==> src/rtl/debug_hex_monitor.sv <==
// Debug display selector: picks one of NUM_CH debug words, pages it onto
// active-low 7-segment digits, stepped by debounced buttons or an auto timer.
module debug_hex_monitor #(
  parameter int NUM_CH       = 8,
  parameter int DATA_W       = 32,
  parameter int NUM_DIGITS   = 4,
  parameter int DEBOUNCE_CYC = 500000,
  parameter int AUTO_CYC     = 50000000,
  localparam int PAGES = (DATA_W + 4 * NUM_DIGITS - 1) / (4 * NUM_DIGITS),
  localparam int CH_W  = (NUM_CH > 1) ? $clog2(NUM_CH) : 1,
  localparam int PG_W  = (PAGES > 1) ? $clog2(PAGES) : 1
) (
  input  logic                     clk,
  input  logic                     rst_n,
  input  logic [NUM_CH*DATA_W-1:0] ch_data,
  input  logic                     btn_next,
  input  logic                     btn_page,
  input  logic                     sw_auto,
  input  logic                     sw_freeze,
  output logic [NUM_DIGITS*7-1:0]  hex_out,
  output logic [CH_W-1:0]          ch_idx,
  output logic [PG_W-1:0]          page_idx,
  output logic                     frozen
);

  localparam int DB_W   = (DEBOUNCE_CYC > 1) ? $clog2(DEBOUNCE_CYC) : 1;
  localparam int AT_W   = (AUTO_CYC > 1) ? $clog2(AUTO_CYC) : 1;
  localparam int PAGE_W = 4 * NUM_DIGITS;
  localparam int PAD_W  = PAGES * PAGE_W;
  localparam logic [DB_W-1:0] DB_LAST = DB_W'(DEBOUNCE_CYC - 1);
  localparam logic [AT_W-1:0] AT_LAST = AT_W'(AUTO_CYC - 1);
  localparam logic [CH_W-1:0] CH_LAST = CH_W'(NUM_CH - 1);
  localparam logic [PG_W-1:0] PG_LAST = PG_W'(PAGES - 1);

  function automatic logic [6:0] seg7(input logic [3:0] nib);
    case (nib)
      4'h0: seg7 = 7'h40;
      4'h1: seg7 = 7'h79;
      4'h2: seg7 = 7'h24;
      4'h3: seg7 = 7'h30;
      4'h4: seg7 = 7'h19;
      4'h5: seg7 = 7'h12;
      4'h6: seg7 = 7'h02;
      4'h7: seg7 = 7'h78;
      4'h8: seg7 = 7'h00;
      4'h9: seg7 = 7'h10;
      4'hA: seg7 = 7'h08;
      4'hB: seg7 = 7'h03;
      4'hC: seg7 = 7'h46;
      4'hD: seg7 = 7'h21;
      4'hE: seg7 = 7'h06;
      4'hF: seg7 = 7'h0E;
      default: seg7 = 7'h7F;
    endcase
  endfunction

  // Bit 0 = next button / auto switch, bit 1 = page button / freeze switch.
  logic [1:0]            btn_meta_r, btn_sync_r;
  logic [1:0]            sw_meta_r, sw_sync_r;
  logic [1:0]            btn_deb_r;
  logic [DB_W-1:0]       db_cnt_r [2];
  logic [1:0]            db_accept_s, press_s;
  logic [AT_W-1:0]       auto_cnt_r;
  logic                  auto_tick_s, advance_s;
  logic [CH_W-1:0]       ch_idx_r;
  logic [PG_W-1:0]       page_idx_r;
  logic                  frozen_r;
  logic [DATA_W-1:0]     snapshot_r [NUM_CH];
  logic [DATA_W-1:0]     word_s;
  logic [PAD_W-1:0]      padded_s;
  logic [PAGE_W-1:0]     page_word_s;
  logic [NUM_DIGITS*7-1:0] hex_next_s, hex_r;

  // Two-flop synchronisers; buttons idle released, switches idle off.
  always_ff @(posedge clk or negedge rst_n) begin
    if (!rst_n) begin
      btn_meta_r <= 2'b11;
      btn_sync_r <= 2'b11;
      sw_meta_r  <= 2'b00;
      sw_sync_r  <= 2'b00;
    end else begin
      btn_meta_r <= {btn_page, btn_next};
      btn_sync_r <= btn_meta_r;
      sw_meta_r  <= {sw_freeze, sw_auto};
      sw_sync_r  <= sw_meta_r;
    end
  end

  // A level is accepted after DEBOUNCE_CYC consecutive differing cycles.
  always_comb begin
    db_accept_s = 2'b00;
    press_s     = 2'b00;
    for (int b = 0; b < 2; b++) begin
      db_accept_s[b] = (btn_sync_r[b] != btn_deb_r[b]) && (db_cnt_r[b] == DB_LAST);
      press_s[b]     = db_accept_s[b] & ~btn_sync_r[b];
    end
  end

  // Debounce state and counters.
  always_ff @(posedge clk or negedge rst_n) begin
    if (!rst_n) begin
      btn_deb_r <= 2'b11;
      for (int b = 0; b < 2; b++) db_cnt_r[b] <= '0;
    end else begin
      for (int b = 0; b < 2; b++) begin
        if (btn_sync_r[b] == btn_deb_r[b]) begin
          db_cnt_r[b] <= '0;
        end else if (db_accept_s[b]) begin
          btn_deb_r[b] <= btn_sync_r[b];
          db_cnt_r[b]  <= '0;
        end else begin
          db_cnt_r[b] <= db_cnt_r[b] + DB_W'(1);
        end
      end
    end
  end

  assign auto_tick_s = sw_sync_r[0] && (auto_cnt_r == AT_LAST);
  assign advance_s   = press_s[0] | auto_tick_s;

  // Auto-cycle interval; a manual step restarts the full interval.
  always_ff @(posedge clk or negedge rst_n) begin
    if (!rst_n) begin
      auto_cnt_r <= '0;
    end else if (!sw_sync_r[0] || press_s[0] || auto_tick_s) begin
      auto_cnt_r <= '0;
    end else begin
      auto_cnt_r <= auto_cnt_r + AT_W'(1);
    end
  end

  // Channel/page selection; a channel step always returns to page 0.
  always_ff @(posedge clk or negedge rst_n) begin
    if (!rst_n) begin
      ch_idx_r   <= '0;
      page_idx_r <= '0;
    end else if (advance_s) begin
      ch_idx_r   <= (ch_idx_r == CH_LAST) ? '0 : ch_idx_r + CH_W'(1);
      page_idx_r <= '0;
    end else if (press_s[1]) begin
      page_idx_r <= (page_idx_r == PG_LAST) ? '0 : page_idx_r + PG_W'(1);
    end else begin
      page_idx_r <= page_idx_r;
    end
  end

  // Snapshot tracks the live channels until frozen.
  always_ff @(posedge clk or negedge rst_n) begin
    if (!rst_n) begin
      frozen_r <= 1'b0;
      for (int k = 0; k < NUM_CH; k++) snapshot_r[k] <= '0;
    end else begin
      frozen_r <= sw_sync_r[1];
      if (!frozen_r) begin
        for (int k = 0; k < NUM_CH; k++) snapshot_r[k] <= ch_data[k*DATA_W +: DATA_W];
      end
    end
  end

  // Word/page select and glyph encode; bits past DATA_W read as zero.
  always_comb begin
    if (ch_idx_r <= CH_LAST) begin
      word_s = snapshot_r[ch_idx_r];
    end else begin
      word_s = '0;
    end
    padded_s               = '0;
    padded_s[DATA_W-1:0]   = word_s;
    page_word_s            = PAGE_W'(padded_s >> (32'(page_idx_r) * 32'(PAGE_W)));
    hex_next_s             = '0;
    for (int d = 0; d < NUM_DIGITS; d++) begin
      hex_next_s[d*7 +: 7] = seg7(page_word_s[d*4 +: 4]);
    end
  end

  // Registered display drive.
  always_ff @(posedge clk or negedge rst_n) begin
    if (!rst_n) begin
      hex_r <= {NUM_DIGITS{7'h40}};
    end else begin
      hex_r <= hex_next_s;
    end
  end

  assign hex_out  = hex_r;
  assign ch_idx   = ch_idx_r;
  assign page_idx = page_idx_r;
  assign frozen   = frozen_r;

endmodule

==> config.mk <==
export PLATFORM = sky130hd
export DESIGN_NAME = debug_hex_monitor
export DESIGN_NICKNAME = d
export VERILOG_FILES = /design/src/rtl/debug_hex_monitor.sv
export SDC_FILE = /design/constraint.sdc
export NUM_CORES = 1
export LEC_CHECK = 0
export ABC_AREA = 1
export BUFFER_PORTS_ARGS = -buffer_cell sky130_fd_sc_hd__buf_2
export CORE_ASPECT_RATIO = 1.5
export CORE_MARGIN = 1.5
export CORE_UTILIZATION = 50
export DETAILED_ROUTE_END_ITERATION = 12
export PLACE_DENSITY_LB_ADDON = 0.15
export SLEW_MARGIN = 5
export SYNTH_ARGS = -nofsm -noshare
export SYNTH_HDL_FRONTEND = slang
export SYNTH_SLANG_ARGS = --single-unit
==> constraint.sdc <==
create_clock -name clk -period 6.27 [get_ports clk]
set_clock_uncertainty 0.05 [all_clocks]
set_input_delay 0.3135 -clock clk [delete_from_list [all_inputs] [get_ports clk]]
set_output_delay 0.3135 -clock clk [all_outputs]
set_load 0.005 [all_outputs]
# After elaboration in Yosys (flattened, before gate mapping)
# Memory sizes are Yosys's and may differ from the RTL's. A register that Yosys moved wholly into a read port is not among the register bits.
# Cells that the tools add are included.
[classes] add_sub_neg=5 magnitude_cmp=2 n_eq_ne=8 n_shift=1 n_mux=13 n_bitwise=8 n_reduce_logical=13
[ops] cell="$bmux 32 s3" count=1
[ops] cell="$mux 32" count=3
[ops] cell="$mux 19" count=4
[ops] cell="$add 19x1->19 const B" count=2
[ops] cell="$eq 19x19->1 const B" count=2
[ops] cell="$shr 32x5->16" count=1
[ops] cell="$add 26x1->26 const B" count=1
[ops] cell="$eq 26x26->1 const B" count=1
[ops] cell="$mux 26" count=1
[ops] cell="$logic_not 1->1" count=5
[ops] cell="$ge 4x4->1 const B" count=1
[ops] cell="$not 1->1" count=4
[ops] cell="$not 3->4" count=1
[ops] cell="$reduce_and 2->1" count=2
[ops] cell="$add 3x1->3 const B" count=1
[ops] cell="$eq 3x3->1 const B" count=1
[ops] cell="$le 3x3->1 const B" count=1
[ops] cell="$logic_and 1x1->1" count=3
[ops] cell="$mux 1" count=3
[ops] cell="$mux 3" count=1
[ops] cell="$and 1x1->1" count=2
[ops] cell="$eq 1x1->1" count=2
[ops] cell="$logic_or 1x1->1" count=2
[ops] cell="$ne 1x1->1" count=2
[ops] cell="other kinds (3)" count=3
[word_totals] regBits=335 mem_bits_ro=448 in_bits=262 output_inout_bits=33 memories=4
[memory_table] name="(no name shown)" words=16 word_bits=7 rd=1 rd_ports_with_merged_regs=1 write_ports=0 line="36" source="case (nib)"
[memory_table] name="(no name shown)" words=16 word_bits=7 rd=1 rd_ports_with_merged_regs=1 write_ports=0 line="36"
[memory_table] name="(no name shown)" words=16 word_bits=7 rd=1 rd_ports_with_merged_regs=1 write_ports=0 line="36"
[memory_table] name="(no name shown)" words=16 word_bits=7 rd=1 rd_ports_with_merged_regs=1 write_ports=0 line="36"

# Depth between registers and ports, before layout
# Gate-level depths: netlist of the first run.
[depth] word_depth=6 mapped_depth=17 ltp_nobuf=14

# Worst setup path after synthesis of the first run
# No wires, ideal clock.
[synth_path] path_type="flip-flop to flip-flop" startpoint="reg ch_idx_r[1], in the netlist ch_idx[1]" endpoint="reg hex_r[19], in the netlist hex_out[19]" arrival_time_ns=2.094 setup_slack_ns=4.009 stages_incl_launch_ff=13 path_buffers=1 path_cell_list="dfrtp_1 -> ha_1 -> ha_1 -> nor3_4 -> inv_4 -> buf_2 -> nand2_1 -> inv_1 -> ha_1 -> nand3_1 -> nand2_1 -> nand2_1 -> nand2_1"
[synth_via] elab_chain_cells=6 word_cells_on_any_way=7 classes_between="order compare: 1; shift: 1; mux: 4; bitwise: 1"
[synth_rtl] item="start, declared" line="65" source="logic [CH_W-1:0] ch_idx_r;"
[synth_rtl] item="start signal, assigned" line="138" source="ch_idx_r <= (ch_idx_r == CH_LAST) ? '0 : ch_idx_r + CH_W'(1);"
[synth_rtl] item="$not 3->4 (not written as such)" line="163" source="word_s = snapshot_r[ch_idx_r];"
[synth_rtl] item="$bmux 32 s3" line="163"
[synth_rtl] item="$mux 32 (not written as such) (2 in a row)" line="163"
[synth_rtl] item="$mux 32 *" line="162" source="if (ch_idx_r <= CH_LAST) begin"
[synth_rtl] item="$shr 32x5->16 *" line="169" source="page_word_s = PAGE_W'(padded_s >> (32'(page_idx_r) * 32'(PAGE_W)));"
[synth_rtl] item="end, declared" line="72" source="logic [NUM_DIGITS*7-1:0] hex_next_s, hex_r;"
# Mark *: on every way between the ends. The rest lies on a longest branch, timed or not. The select of a mux whose other input is x is not followed.
# A chain may end at the register's enable or synchronous reset.

# Worst setup path in the final report of the first run
[layout_path] startpoint="reg ch_idx_r[0], in the netlist ch_idx[0]" endpoint="reg hex_r[3], in the netlist hex_out[3]"
# Same word-level chain as after synthesis.

==> results of run 1 <==
## state kept, by name (all words and copies together), names as in the netlist
name	count
btn_sync_r	2
sw_meta_r	2
ch_idx	3
db_cnt_r	38
snapshot_r	256
page_idx	1
auto_cnt_r	26
btn_meta_r	2
sw_sync_r	2
frozen	1
btn_deb_r	2
hex_out	28
## report_power, final
| part | internal [mW] | switching (mW) | leakage [nW] |
|---|---|---|---|
| clock network | 1.24 | 0.917 | 0.568 |
| logic | 0.384 | 0.383 | 6.06 |
| registers | 2.54 | 0.103 | 4.35 |
## critical path, delay by kind of cell, from the launching register on
family	cells	cell delay (ns)
adder cells (fa/ha/maj)	1	0.24
buffers and inverters	3	1.03
AO/OA/AOI/OAI	1	0.14
AND/OR/NAND/NOR	9	0.95
flip-flops	1	1.02
## cells by family after synthesis
kind of cell	after synthesis	synth area share
DFF	363	0.509
AOI/OAI and AO/OA	202	0.0579
muxes	182	0.115
buffers and inverters	266	0.0654
and+or+nand+nor	935	0.221
xor gates and xnor gates	33	0.0166
adders and majority gates	21	0.0147
## worst max path at each step
stage              start     endpoint  slack [ns]  depth (start not counted)
2_1_floorplan  ch_idx[1]  hex_out[19]        4.01                         12
3_3_place_gp   ch_idx[0]   hex_out[4]        2.73                         12
3_5_place_dp   ch_idx[0]   hex_out[3]        2.72                          9
4_1_cts        ch_idx[0]   hex_out[5]        2.69                         11
5_1_grt        ch_idx[0]  hex_out[12]        2.38                         14
6_report       ch_idx[0]   hex_out[3]        2.66                         14
## area by class of cell
type,count,area share
clock buffers,61,0.0491
clock inverters,5,0.00162
flip-flops and latches,363,0.393
well taps,473,0.0255
multi-input cells,1373,0.328
repair buffers,547,0.174
diodes,3,0.000324
inverters,176,0.0287
## what timing repair did
item	4_1_cts	5_1_grt
hold buffers	242	3
endpoints found under the hold margin	327	3
setup endpoints to repair	0	0
buffers inserted	0	0
## cells in the mapped netlist, drive strengths merged
cell	instances
nor3b	2
ha	21
nor4	6
and3	1
nand2	444
clkbuf	13
mux2	182
xnor2	9
dfstp	10
a21o	1
clkinv	1
o211ai	4
nand3b	2
o21ai	62
a21oi	132
buf	77
xor2	24
a211oi	1
inv	175
or2	2
nand4	14
o21bai	2
nor3	28
nor2	277
nand3	159
dfrtp	353
## per-stage QoR
step                hold slack [ns]  utilization  total power, mW  instances  instance area [sq um]
floorplan                   -0.0321            -             3.02       2002                  17900
global placement              0.282        0.557             3.30       2687                  19500
detailed placement            0.286        0.557             3.32       2687                  19500
CTS                         0.00186        0.659             5.60       2995                  23100
global route                0.00614        0.660             5.82       3001                  23200
finish                       0.0143        0.660             5.57       3001                  23200
## per-layer routing
| layer | share of wire | routed length (microns) | vias to the layer above | GRT usage |
|---|---|---|---|---|
| li1 | - | - | 7452 | - |
| met1 | 0.38 | 20400 | 7583 | 0.333 |
| met2 | 0.52 | 28100 | 535 | 0.531 |
| met3 | 0.046 | 2500 | 179 | 0.0372 |
| met4 | 0.054 | 2900 | 0 | 0.157 |
| met5 | 0 | 0 | - | 0 |
==> impl_metrics.ini, run 1 <==
[logic_synthesis]
synth.avg_cell_area_sq_um = 8.92
seq_area_frac_synth = 0.509
syn-cell-area_sq_mm = 0.0179
synth_top_area_share = 0.495
syn_inst = 2002
ys_ff_latch = 363
yosys-top-cells-area = dfrtp_1 (49%), mux2_2 (11%), nand2_1 (8.8%), nor2_1 (5.8%), nand3_1 (4.4%)
synth_area_leader_cell = dfrtp_1
synth_warnings = 0
ys_types = 41
synthesis.nets = 2285

[job]
drv_cap = 0

[setup_path]
crit_type = reg2reg
r2r_slack_ns = 2.66
rr_startpoint = ch_idx[0]
r2r.worst_path.cells = 14
critPathLaunchType = flip-flop
end_kind = flip-flop
slowest_delay_ns = 1.02
crit_chain = buf_4 -> nand2_1 -> o21ai_0 -> nand2_1 -> nand3_1 -> nand2_1 -> nand2_1 -> nand2_1 -> inv_1 -> ha_1 -> inv_1 -> nand2_1 -> nand3_1 -> nand2_1
timing.rr.end = hex_out[3]
critPathRequiredTime_ns = 6.69
crit_fanout = 90
arrival_ns = 4.03
crit_path_top_delay_cell = dfrtp_4
worst_path_most_repeated_cell = nand2_1

[placed_design]
dp_hpwl_microns = 34800
io_buffers = 294
globalplace.congestion = 0.931
dp_slack_ns = 2.72

[sta]
worst_pin_slew_ns = 1.13
finalHoldViolCount = 0
grt_setup_unrepaired = false
fin_crit_sh = 0.576
period_needed_ns = 3.61
fmax_mhz = 277
slew_headroom = 0.249
slew_viol_final = 0
setup_viol = 0
tns_ns = 0
setup_slack_ns = 2.66

[die]
start_util = 0.509
floorplan.rows = 84
io_pins = 295
core_area_sq_mm = 0.0351
die_x_microns = 157
die_y_microns = 234
dieArea_sq_mm = 0.0369

[layout]
final_cell_mix = nand2_1 (421), dfrtp_1 (351), buf_2 (293), nor2_1 (274), dlygate4sd3_1 (245)
n_fill_cell = 2836
fin_nets = 2781
regArea_sq_mm = 0.00910
multi_input_area_sq_mm = 0.00760
mostFrequentLayoutCell = nand2_1
drive_gt1_frac = 0.236
syn_to_final_growth_pct = 29.7

[route]
drc = 0
routedWlPerCell_microns = 18.0
ant_nets = 0
routed_via_density = 5.25
routed_wl_microns = 53900
drt_iter0_drc = 968
firstDrtPassIters = 6
vias = 15700

[power]
peakVddDrop_mv = 0.182
leakagePower_nw = 11.0
power_density_mw_per_mm2 = 240

[hold_path]
hold_end = snapshot_r[221]
min_path_cells = 3
hold_path_class = in2reg
min-delay-start = ch_data[61]

[clock_network]
cts.clk_slew.worst_paths_ns = 0.06
numClockSinks = 363
cts_buffers = 37
cts_resized = 0
htree_num_levels = 2
clock_latency_ns = 0.54
cts_tree = done
ctsRootBufferMaster = clkbuf_16
cts_buffer_depth = 3

[global_routing]
grt_max_degree = 216
antenna_found_initial = 3
grt_pass1_wl_microns = 83100
grt_use_total = 0.292
grt_pass1_vias = 16300
grt_overflow = 0

[outcome]
status = finished clean
Power figures use the tool's default switching activity.
==> inputs of run 2 (changes only) <==
==> constraint.sdc (replaced) <==
create_clock -name clk -period 2.9 [get_ports clk]
set_clock_uncertainty 0.05 [all_clocks]
set_input_delay 0.145 -clock clk [delete_from_list [all_inputs] [get_ports clk]]
set_output_delay 0.145 -clock clk [all_outputs]
set_load 0.005 [all_outputs]
==> impl_metrics.ini, run 2 (synthesized netlist as in run 1, its figures left out) <==
[sta]
grt_setup_unrepaired = false
worst_pin_slew_ns = 0.704
slew_headroom = 0.527
tns_ns = 0
setup_viol = 0
slew_viol_final = 0
fin_crit_sh = 0.885
setup_slack_ns = 0.332
fmax_mhz = 389
finalHoldViolCount = 0
period_needed_ns = 2.57

[global_routing]
antenna_found_initial = 5
grt_max_degree = 93
grt_use_total = 0.309
grt_pass1_wl_microns = 86600
grt_overflow = 0
grt_pass1_vias = 16600

[outcome]
status = finished clean

[setup_path]
arrival_ns = 2.94
critPathRequiredTime_ns = 3.27
critPathLaunchType = flip-flop
crit_type = reg2reg
end_kind = flip-flop
crit_fanout = 29

[route]
drt_iter0_drc = 1171
routed_via_density = 5.30
routed_wl_microns = 56100
routedWlPerCell_microns = 18.4
ant_nets = 0
drc = 0
vias = 16200
firstDrtPassIters = 8

[layout]
fin_nets = 2826
final_cell_mix = nand2_1 (421), dfrtp_1 (351), buf_2 (293), nor2_1 (274), dlygate4sd3_1 (261)
stdcell_area_sq_mm = 0.0238
syn_to_final_growth_pct = 33.0
regArea_sq_mm = 0.00910
drive_gt1_frac = 0.245
n_fill_cell = 2763
largest-register = snapshot_r
largest_reg_flops = 256
multi_input_area_sq_mm = 0.00760
mostFrequentLayoutCell = nand2_1

[clock_network]
ctsRootBufferMaster = clkbuf_16
cts_buffers = 37
cts_tree = done
numClockSinks = 363
htree_num_levels = 2
cts.clk_slew.worst_paths_ns = 0.06
cts_setup_buffers = 0
cts_buffer_depth = 3
clock_latency_ns = 0.54

[die]
start_util = 0.509
die_y_microns = 234
floorplan.rows = 84
die_x_microns = 157
io_pins = 295
core_area_sq_mm = 0.0351
dieArea_sq_mm = 0.0369

[hold_path]
hold_path_class = in2async

[placed_design]
dp_slack_ns = 0.324
dp_hpwl_microns = 36900
io_buffers = 294
globalplace.congestion = 0.936
placed_cell_area_sq_mm = 0.0199

[power]
peakVddDrop_mv = 0.566
power_density_mw_per_mm2 = 523
leakagePower_nw = 11.3
p_total_mw = 12.4

[job]
drv_cap = 0
## run 2: cell count changes in the layout (fill, tap and decap cells not counted), moves of 3 or more
| cell | before | now |
|---|---|---|
| buf_12 | 3 | 12 |
| buf_4 | 5 | 25 |
| bufinv_16 | 0 | 3 |
| clkbuf_1 | 14 | 9 |
| clkinv_2 | 1 | 7 |
| dlygate4sd3_1 | 245 | 261 |
## run 2: report_power, final
group	switching [mW]	internal (mW)	total, mW
clock	2.04	2.95	4.99
sequential	0.219	5.50	5.71
combinational	0.856	0.865	1.72
## run 2: area by class of cell
| class | instances | share of cell area |
|---|---|---|
| sequential | 363 | 0.383 |
| clock buffer | 56 | 0.0471 |
| timing repair buffer | 592 | 0.190 |
| clock inverter | 12 | 0.00600 |
| inverter | 176 | 0.0280 |
| antenna | 5 | 0.000527 |
| multi-input combinational | 1373 | 0.320 |
| tap | 473 | 0.0249 |
## run 2: what timing repair did
item,in CTS,in global routing
hold buffers,261,0
resized for setup,0,0
endpoints found under the hold margin,376,0
## run 2: worst paths after layout
path                               from         endpoint  slack (ns)  depth (start not counted)
setup / recovery              ch_idx[0]       hex_out[2]        0.33                         12
hold / removal                    rst_n  snapshot_r[105]        0.09                          2
setup reg to reg              ch_idx[0]       hex_out[2]        0.33                         12
hold reg to reg            sw_meta_r[0]     sw_sync_r[0]        0.30                          0
max in group asynchronous         rst_n     btn_deb_r[0]        1.83                          3
min in group clk                sw_auto     sw_meta_r[0]        0.21                          2
## run 2: layer usage
metal  vias to the layer above  track usage  routed length (microns)
met4                         2        0.198                     3870
met3                       215       0.0468                     2600
met5                         -            0                       12
met1                      7825        0.347                    21100
li1                       7552            -                        -
met2                       584        0.543                    28500
## run 2: stage by stage
step	instances	hold slack [ns]	util
finish	3050	0.0906	0.677
global route	3049	0.130	0.677
CTS	3045	0.103	0.676
detailed placement	2716	0.0715	0.566
global placement	2716	0.0657	0.566
floorplan	2002	-0.201	-
## run 2: critical path: stages, from the launching register on
cell and delay (ns):
dfrtp_4 0.52, inv_4 0.32, buf_4 0.28, o21ai_0 0.11
nand3_1 0.21, nand2_1 0.09, nand2_1 0.11, nand2_1 0.12
inv_1 0.11, ha_1 0.24, inv_1 0.08, nand3_1 0.11
o21ai_1 0.09
